<file path="src/rtl/nibble_arb.sv">
// nibble_arb: two requesters share one 8-bit register split into two 4-bit
// lanes. Each lane arbitrates independently with a 1-bit round-robin pointer.
// Optional lane ownership ("lock") is compiled in when NIBBLE_ARB_LOCK_EN is
// defined; without it the lock inputs are ignored and the lanes never leave IDLE.
module nibble_arb #(
   parameter logic [7:0] RESET_VAL = 8'h00
) (
   input  logic       i_clk,
   input  logic       i_arst,
   input  logic [1:0] i_req_valid,
   input  logic [1:0] i_req_lane,
   input  logic [3:0] i_req_data0,
   input  logic [3:0] i_req_data1,
   input  logic [1:0] i_req_lock,
   output logic [1:0] o_req_ready,
   output logic [7:0] o_x,
   output logic [1:0] o_lane_locked
);

   typedef enum logic [1:0] {
      ST_IDLE = 2'd0,
      ST_OWN0 = 2'd1,
      ST_OWN1 = 2'd2
   } lane_st_e;

   // Grant vector {req1, req0} for one lane given its state, pointer and the
   // requesters currently targeting it.
   function automatic logic [1:0] lane_grant(input lane_st_e st,
                                             input logic     rr,
                                             input logic [1:0] v);
      logic [1:0] g;
      case (st)
         ST_IDLE: begin
            if (v == 2'b11) begin
               g = rr ? 2'b10 : 2'b01;
            end else begin
               g = v;
            end
         end
         ST_OWN0: g = {1'b0, v[0]};
         ST_OWN1: g = {v[1], 1'b0};
         default: g = 2'b00;
      endcase
      return g;
   endfunction

`ifdef NIBBLE_ARB_LOCK_EN
   // Ownership transitions for one lane. Release happens on the first edge
   // where the owner's lock is low, whether or not it is transferring.
   function automatic lane_st_e lane_next(input lane_st_e   st,
                                          input logic [1:0] gnt,
                                          input logic [1:0] lock);
      lane_st_e n;
      case (st)
         ST_IDLE: begin
            if (gnt[0] && lock[0]) begin
               n = ST_OWN0;
            end else if (gnt[1] && lock[1]) begin
               n = ST_OWN1;
            end else begin
               n = ST_IDLE;
            end
         end
         ST_OWN0: n = lock[0] ? ST_OWN0 : ST_IDLE;
         ST_OWN1: n = lock[1] ? ST_OWN1 : ST_IDLE;
         default: n = ST_IDLE;
      endcase
      return n;
   endfunction
`endif

   lane_st_e   lane0_st_q, lane0_st_d;
   lane_st_e   lane1_st_q, lane1_st_d;
   logic [1:0] rr_q, rr_d;
   logic [7:0] x_q, x_d;

   logic [1:0] lane0_v_s, lane1_v_s;
   logic [1:0] gnt0_s, gnt1_s;

`ifndef NIBBLE_ARB_LOCK_EN
   logic unused_lock_s;
   assign unused_lock_s = ^i_req_lock;
`endif

   // Per-lane request decode and grant selection.
   always_comb begin
      lane0_v_s = {i_req_valid[1] & ~i_req_lane[1], i_req_valid[0] & ~i_req_lane[0]};
      lane1_v_s = {i_req_valid[1] &  i_req_lane[1], i_req_valid[0] &  i_req_lane[0]};
      gnt0_s    = lane_grant(lane0_st_q, rr_q[0], lane0_v_s);
      gnt1_s    = lane_grant(lane1_st_q, rr_q[1], lane1_v_s);
      if (i_arst) begin
         o_req_ready = 2'b00;
      end else begin
         o_req_ready = gnt0_s | gnt1_s;
      end
   end

   // Next-state: lane data, round-robin pointers and lane ownership.
   always_comb begin
      x_d = x_q;
      if (gnt0_s[0]) begin
         x_d[3:0] = i_req_data0;
      end else if (gnt0_s[1]) begin
         x_d[3:0] = i_req_data1;
      end else begin
         x_d[3:0] = x_q[3:0];
      end
      if (gnt1_s[0]) begin
         x_d[7:4] = i_req_data0;
      end else if (gnt1_s[1]) begin
         x_d[7:4] = i_req_data1;
      end else begin
         x_d[7:4] = x_q[7:4];
      end

      // Pointer flips only on genuine contention in an unowned lane.
      rr_d[0] = rr_q[0] ^ ((lane0_st_q == ST_IDLE) && (lane0_v_s == 2'b11));
      rr_d[1] = rr_q[1] ^ ((lane1_st_q == ST_IDLE) && (lane1_v_s == 2'b11));

`ifdef NIBBLE_ARB_LOCK_EN
      lane0_st_d = lane_next(lane0_st_q, gnt0_s, i_req_lock);
      lane1_st_d = lane_next(lane1_st_q, gnt1_s, i_req_lock);
`else
      lane0_st_d = ST_IDLE;
      lane1_st_d = ST_IDLE;
`endif
   end

   // State registers; reset drops ownership and restarts round-robin at requester 0.
   always_ff @(posedge i_clk or posedge i_arst) begin
      if (i_arst) begin
         x_q        <= RESET_VAL;
         rr_q       <= 2'b00;
         lane0_st_q <= ST_IDLE;
         lane1_st_q <= ST_IDLE;
      end else begin
         x_q        <= x_d;
         rr_q       <= rr_d;
         lane0_st_q <= lane0_st_d;
         lane1_st_q <= lane1_st_d;
      end
   end

   assign o_x = x_q;

`ifdef NIBBLE_ARB_LOCK_EN
   assign o_lane_locked = {lane1_st_q != ST_IDLE, lane0_st_q != ST_IDLE};
`else
   assign o_lane_locked = 2'b00;
`endif

endmodule

</file>
<file path="config.mk">
export PLATFORM = sky130hd
export DESIGN_NAME = nibble_arb
export DESIGN_NICKNAME = d
export VERILOG_FILES = /design/src/rtl/nibble_arb.sv
export SDC_FILE = /design/constraint.sdc
export NUM_CORES = 1
export LEC_CHECK = 0
export CORE_MARGIN = 2
export CORE_UTILIZATION = 42
export DETAILED_ROUTE_END_ITERATION = 7
export GPL_TIMING_DRIVEN = 0
export PLACE_DENSITY = 0.82
export SLEW_MARGIN = 20
export SYNTH_ARGS = -nofsm -noshare
export SYNTH_HDL_FRONTEND = slang
export SYNTH_SLANG_ARGS = --single-unit
</file>
<file path="constraint.sdc">
create_clock -name i_clk -period 2.7 [get_ports i_clk]
set_input_delay 0.54 -clock i_clk [delete_from_list [all_inputs] [get_ports i_clk]]
set_output_delay 0.54 -clock i_clk [all_outputs]
set_load 0.005 [all_outputs]
</file>
==> key figures, run 1 <==
Synthesis
  • Post-synth cell types: 26
  • Ys async rst share: 1.000
  • Post-synthesis cell area: 601.8 sq um
  • Mean Syn Cell Area: 11.36 sq um
  • Seq/Total Area, Yosys: 0.4158
  • Post-synth top area cell: dfrtp_1
  • Top post-synthesis cells by count: dfrtp_1 (10), o221a_1 (8), or3_1 (4)
  • Post-Synthesis Cells: 53
  • Synthesis-stage register bit count: 10
  • Area share of the largest cell type after synthesis: 0.4158
  • Number of synthesized flops with an enable pin: 0
  • Prevailing post-synth register cell: dfrtp_1
  • Top cells by area, synth: dfrtp_1 (42%), o221a_1 (15%), or3_1 (4.2%)
  • Most frequent cell after synthesis: dfrtp_1
  • Synth warnings: 0

CTS
  • CTS resizes: 0
  • Clk sinks: 10
  • Post-CTS Setup Bufs: 0
  • Clk_lat worst skew: 0.26 ns
  • CTS tree: done
  • Clk buf depth: 2
  • Total CTS buffers: 3
  • Post-CTS Hold Fix Bufs: 0
  • CTS root buffer: clkbuf_4
  • Clock Pin Slew Worst Setup and Hold Paths: 0.07 ns
  • H-tree Lvls: 1

Power and ir drop
  • Peak VDD IR: 0.3697 mV
  • Clock power frac: 0.270
  • Leak pwr: 0.3514 nW
  • Switch Pwr: 139.5 uW
  • Sequential Power Share: 0.429
  • Sw Ratio: 0.2771
  • PwrDens: 578.1 nW/um^2
  • Combinational power share: 0.300
  • Pint: 363.9 uW

Drt
  • Overall routed net length: 1374 microns
  • Post-route ant nets: 0
  • DR DRC count: 0
  • Via density per instance: 5.351
  • Drt pass-1 iters: 4
  • DR vias: 503
  • Drt wl/cell: 14.62 microns
  • Detailed Route Iter0 Violations: 3

Job
  • Max-cap violation count: 0

Setup path
  • Cell depth of the worst flop-to-flop path: 2
  • Max Fanout on Critical Path: 12
  • Setup Crit Path Kind: in -> out
  • Crit end category: output pin
  • Most numerous cell on the critical path: clkdlybuf4s50_1
  • Nature of the critical path startpoint: input port
  • Reg2Reg Setup Slack: 1.61 ns
  • Critical Path, Cell by Cell: clkdlybuf4s50_1, inv_1, and3_1, clkdlybuf4s50_1
  • Top delay family on crit path: buffers and inverters
  • WP data arrival: 1.97 ns
  • Buf/Inv on CP: 3
  • Worst Setup SP: i_arst
  • Slowest cell on crit path: clkdlybuf4s50_1
  • Worst flop-to-flop path startpoint: rr_q[1]$_DFF_PP0_
  • R2R Path End: o_x[5]$_DFFE_PP0P_
  • CP max stage delay: 0.49 ns
  • Critical Path RT: 2.16 ns

Global route
  • Initial antenna violation count: 0
  • First-pass GRT wire length: 2304 microns
  • Pin count of the biggest net entering global routing: 13
  • Vias in the first global route: 495
  • Gr ovfl total: 0
  • GRT Util Overall: 0.1741

Die
  • Die Width: 41.86 microns
  • Cell Rows: 13
  • DIE AREA: 1752 sq um
  • Initial core utilization: 0.4568
  • Ports: 28
  • CORE AREA: 1318 sq um
  • Die height: 41.86 microns

Timing
  • Tmin final: 2.507 ns
  • Slew Limit Fails: 0
  • Fmax: 398.8 MHz
  • Setup TNS: 0 ns
  • Hold Vio Cnt, Final: 0
  • RSZ-0062 raised after global routing: no
  • Period utilisation layout: 0.9287
  • Setup violators final: 0
  • Worst Skew: 0.002727 ns

Place
  • DP HPWL: 1126 microns
  • RD Place Congestion: 0.7407
  • DP Area: 834.6 sq um
  • Port buffer count: 21

Hold path
  • Hold Crit Class: in -> async

Cells and area
  • Layout cells sized above 1: 0.1772
  • Final instance area: 870.8 sq um
  • Synthesis-to-layout area growth: 44.70%
  • Nets@finish: 96
  • Antenna cells: 0

Run status
  • Status: finished, final reports clean
area by class of cell:
| type | count | area (sq um) |
|---|---|---|
| fill | 108 | 446.7 |
| multi-input combinational | 39 | 314.1 |
| sequential | 10 | 250.2 |
| timing repair buffer | 21 | 210.2 |
| buffer | 4 | 37.54 |
| clock buffer | 4 | 36.28 |
| tap | 15 | 18.77 |
| inverter | 1 | 3.754 |
worst max-delay path by stage:
stage	cells past startpoint	end
floorplan	4	o_req_ready[0]
detailed placement	4	o_req_ready[1]
CTS	4	o_req_ready[1]
global placement	4	o_req_ready[0]
global route	4	o_req_ready[0]
finish	4	o_req_ready[0]
cells in the final DEF (no fill, tap or decap), types with 3 or more instances in the layout:
cell type        synthesis  layout
or3_1                    4       4
dfrtp_1                 10      10
clkdlybuf4s50_1          0      21
o221a_1                  8       8
or2b_1                   3       3
clkbuf_4                 0       3
state kept, by name (all words and copies together), names as in the netlist:
name	flops
o_x	8
rr_q	2
worst reg2reg max path, stage by stage (launching register included):
cell     delay (ns)
dfrtp_1        0.44
a31o_1         0.29
o221a_1        0.24
through the flow:
step	hold WS (ns)	util	std cells	setup slack, ns	total power [mW]
5_1_grt	0.6125	0.6610	94	0.03403	0.5324
3_3_place_gp	0.5463	0.6334	90	0.1768	0.3647
6_report	0.5607	0.6610	94	0.1926	0.5035
4_1_cts	0.5702	0.6610	94	0.1668	0.5080
3_5_place_dp	0.5589	0.6334	90	0.1612	0.3706
2_1_floorplan	0.3903	-	54	1.025	0.2926
per-layer routing:
| layer | track usage | wire (microns) | vias up |
|---|---|---|---|
| met5 | 0 | 0 | - |
| met4 | 0.09677 | 33 | 0 |
| met3 | 0.02609 | 27 | 4 |
| met2 | 0.2750 | 715 | 7 |
| met1 | 0.2255 | 598 | 241 |
| li1 | - | - | 251 |
logic make-up (layout without fill, tap and decap cells):
group	count (synthesis)	count (layout)	synth area share
AOI/OAI and AO/OA	15	15	0.2536
DFF	10	10	0.4158
buffers and inverters	5	30	0.06859
xor gates and xnor gates	2	2	0.02911
and+or+nand+nor	20	20	0.2266
other	1	2	0.006231
power groups by stage:
stage / combinational (mW) / sequential (mW) / clock, mW
2_1_floorplan: 0.0788 / 0.214 / 0
3_3_place_gp: 0.148 / 0.216 / 0
3_5_place_dp: 0.151 / 0.219 / 0
4_1_cts: 0.153 / 0.216 / 0.139
5_1_grt: 0.164 / 0.222 / 0.146
6_report: 0.151 / 0.216 / 0.136
Power figures use the tool's default switching activity.
==> run 2: changes to the inputs <==
- GPL_ROUTABILITY_DRIVEN: default -> 0
==> results of run 2 <==
Same layout as run 1: the final DEF is identical, and so are final timing and power.
==> run 3: changes to the inputs <==
- MAX_ROUTING_LAYER: default -> met4
==> run 3 against run 2 <==
- die area unchanged
- routed wire length is 0.66% higher
- worst hold slack is essentially flat
- via count shrank 0.20%
- setup slack about the same
- sequential power barely moved
- clock power barely moved
- flip-flop and latch count is the same
- register-to-register slack is essentially flat
- first-iteration DRC count grew 33%
==> key figures, run 3 (synthesized netlist as in run 1, its figures left out) <==
CTS
  • Clock Pin Slew Worst Setup and Hold Paths: 0.07 ns (about the same)
  • Total CTS buffers: 3 (unchanged)
  • CTS root buffer: clkbuf_4
  • CTS resizes: 0 (unchanged)
  • CTS tree: done
  • Clk_lat worst skew: 0.26 ns (about the same)
  • Clk sinks: 10 (unchanged)
  • Post-CTS Setup Bufs: 0 (unchanged)
  • Post-CTS Hold Fix Bufs: 0 (unchanged)
  • Clk buf depth: 2 (unchanged)
  • H-tree Lvls: 1 (unchanged)

Global route
  • GRT met3 Usage: 0.02609 (unchanged)
  • Vias in the first global route: 493 (-0.40%)
  • Grt met2 use: 0.2750 (unchanged)
  • Initial antenna violation count: 0 (unchanged)
  • Busiest grt layer: met2
  • First-pass GRT wire length: 2318 microns (+0.61%)
  • GR Layer Usage met1: 0.2255 (unchanged)
  • Pin count of the biggest net entering global routing: 13 (unchanged)
  • GRT Util Overall: 0.1789 (+0.004867)
  • Gr ovfl total: 0 (unchanged)

Timing
  • Slew Limit Fails: 0 (unchanged)
  • Setup ws final: 0.1926 ns (-0.00001600 ns)
  • Hold Vio Cnt, Final: 0 (unchanged)
  • Setup TNS: 0 ns (unchanged)
  • Setup violators final: 0 (unchanged)
  • Hold Slack: 0.5607 ns (-0.00001300 ns)
  • Period utilisation layout: 0.9287 (about the same)
  • Tmin final: 2.507 ns (+0.00001600 ns)
  • Worst Skew: 0.001026 ns (-0.001700 ns)
  • Fmax: 398.8 MHz (about the same)
  • RSZ-0062 raised after global routing: no

Job
  • Max-cap violation count: 0 (unchanged)

Drt
  • DR DRC count: 0 (unchanged)
  • Drt wl/cell: 14.71 microns (+0.66%)
  • Overall routed net length: 1383 microns (+0.66%)
  • Drt pass-1 iters: 4 (unchanged)
  • Detailed Route Iter0 Violations: 4 (+1)
  • DR vias: 502 (-0.20%)
  • Via density per instance: 5.340 (-0.20%)
  • Post-route ant nets: 0 (unchanged)

Cells and area
  • Most used cells in the layout excluding fill and tap cells: clkdlybuf4s50_1 (21), dfrtp_1 (10), o221a_1 (8)
  • Commonest non-fill, non-tap cell in the layout: clkdlybuf4s50_1
  • Nets@finish: 96 (unchanged)
  • Layout cells sized above 1: 0.1772 (unchanged)
  • Largest register FFs: 8 (unchanged)
  • Synthesis-to-layout area growth: 44.70% (unchanged)
  • Final instance area: 870.8 sq um (unchanged)
  • Antenna cells: 0 (unchanged)
  • Non-Filler Instances: 94 (unchanged)
  • Utilization after layout: 0.6610 (unchanged)

Die
  • DIE AREA: 1752 sq um (unchanged)
  • CORE AREA: 1318 sq um (unchanged)
  • Initial core utilization: 0.4568 (unchanged)
  • Ports: 28 (unchanged)
  • Die height: 41.86 microns (unchanged)
  • Die Width: 41.86 microns (unchanged)
  • Cell Rows: 13 (unchanged)

Setup path
  • Reg2Reg Setup Slack: 1.61 ns (about the same)
  • Max Fanout on Critical Path: 12 (unchanged)
  • WP data arrival: 1.97 ns (about the same)
  • Slowest cell on crit path: clkdlybuf4s50_1
  • Most numerous cell on the critical path: clkdlybuf4s50_1
  • Crit end category: output pin
  • Critical Path RT: 2.16 ns (about the same)
  • R2R Path End: o_x[5]$_DFFE_PP0P_
  • Worst flop-to-flop path startpoint: rr_q[1]$_DFF_PP0_
  • Cell depth of the worst flop-to-flop path: 2 (unchanged)
  • Critical Path, Cell by Cell: clkdlybuf4s50_1, inv_1, and3_1, clkdlybuf4s50_1
  • CP max stage delay: 0.49 ns (about the same)
  • Nature of the critical path startpoint: input port
  • Setup Crit Path Kind: in -> out

Place
  • DP HPWL: 1126 microns (unchanged)
  • Placed insts: 90 (unchanged)
  • Port buffer count: 21 (unchanged)
  • Place WS: 0.1612 ns (unchanged)
  • DP Area: 834.6 sq um (unchanged)

Power and ir drop
  • PwrDens: 579.4 nW/um^2 (+0.22%)
  • Peak VDD IR: 0.3697 mV (about the same)
  • Power, Total: 504.6 uW (+0.22%)
  • Leak pwr: 0.3514 nW (unchanged)

Hold path
  • Hold Crit Class: in -> async

Run status
  • Status: finished, final reports clean
-- run 3: cell counts in the layout (fill, tap and decap cells not counted) --
No cell type changed its count.
-- run 3: final cells by class --
type | count | area (sq um)
fill | 108 | 446.7
multi-input combinational | 39 | 314.1
sequential | 10 | 250.2
timing repair buffer | 21 | 210.2
buffer | 4 | 37.54
clock buffer | 4 | 36.28
tap | 15 | 18.77
inverter | 1 | 3.754
-- run 3: worst max-delay path: cells and delay by family --
| family | cells | cell delay, ns |
|---|---|---|
| simple gates | 1 | 0.22 |
| buf+inv | 3 | 1.20 |
-- run 3: how the worst max path moves through the flow --
stage                        startpoint              to  slack, ns  cells past startpoint
after global routing             i_arst  o_req_ready[0]       0.03                      4
after floorplan           i_req_lane[0]  o_req_ready[0]       1.03                      4
after CTS                        i_arst  o_req_ready[1]       0.17                      4
final                            i_arst  o_req_ready[0]       0.19                      4
after detailed placement         i_arst  o_req_ready[1]       0.16                      4
after global placement           i_arst  o_req_ready[0]       0.18                      4
-- run 3: power breakdown --
group	switching (mW)	internal, mW	total [mW]	leakage (nW)
clock	0.0553	0.0819	0.137	0.0210
combinational	0.0511	0.100	0.151	0.219
sequential	0.0343	0.182	0.216	0.112
total	0.141	0.364	0.505	0.351
-- run 3: per-layer routing --
metal / up-vias / wire length, microns / share of wire
li1: 250 / - / -
met1: 241 / 604 / 0.44
met2: 7 / 719 / 0.52
met3: 4 / 27 / 0.020
met4: 0 / 33 / 0.024
met5: - / 0 / 0
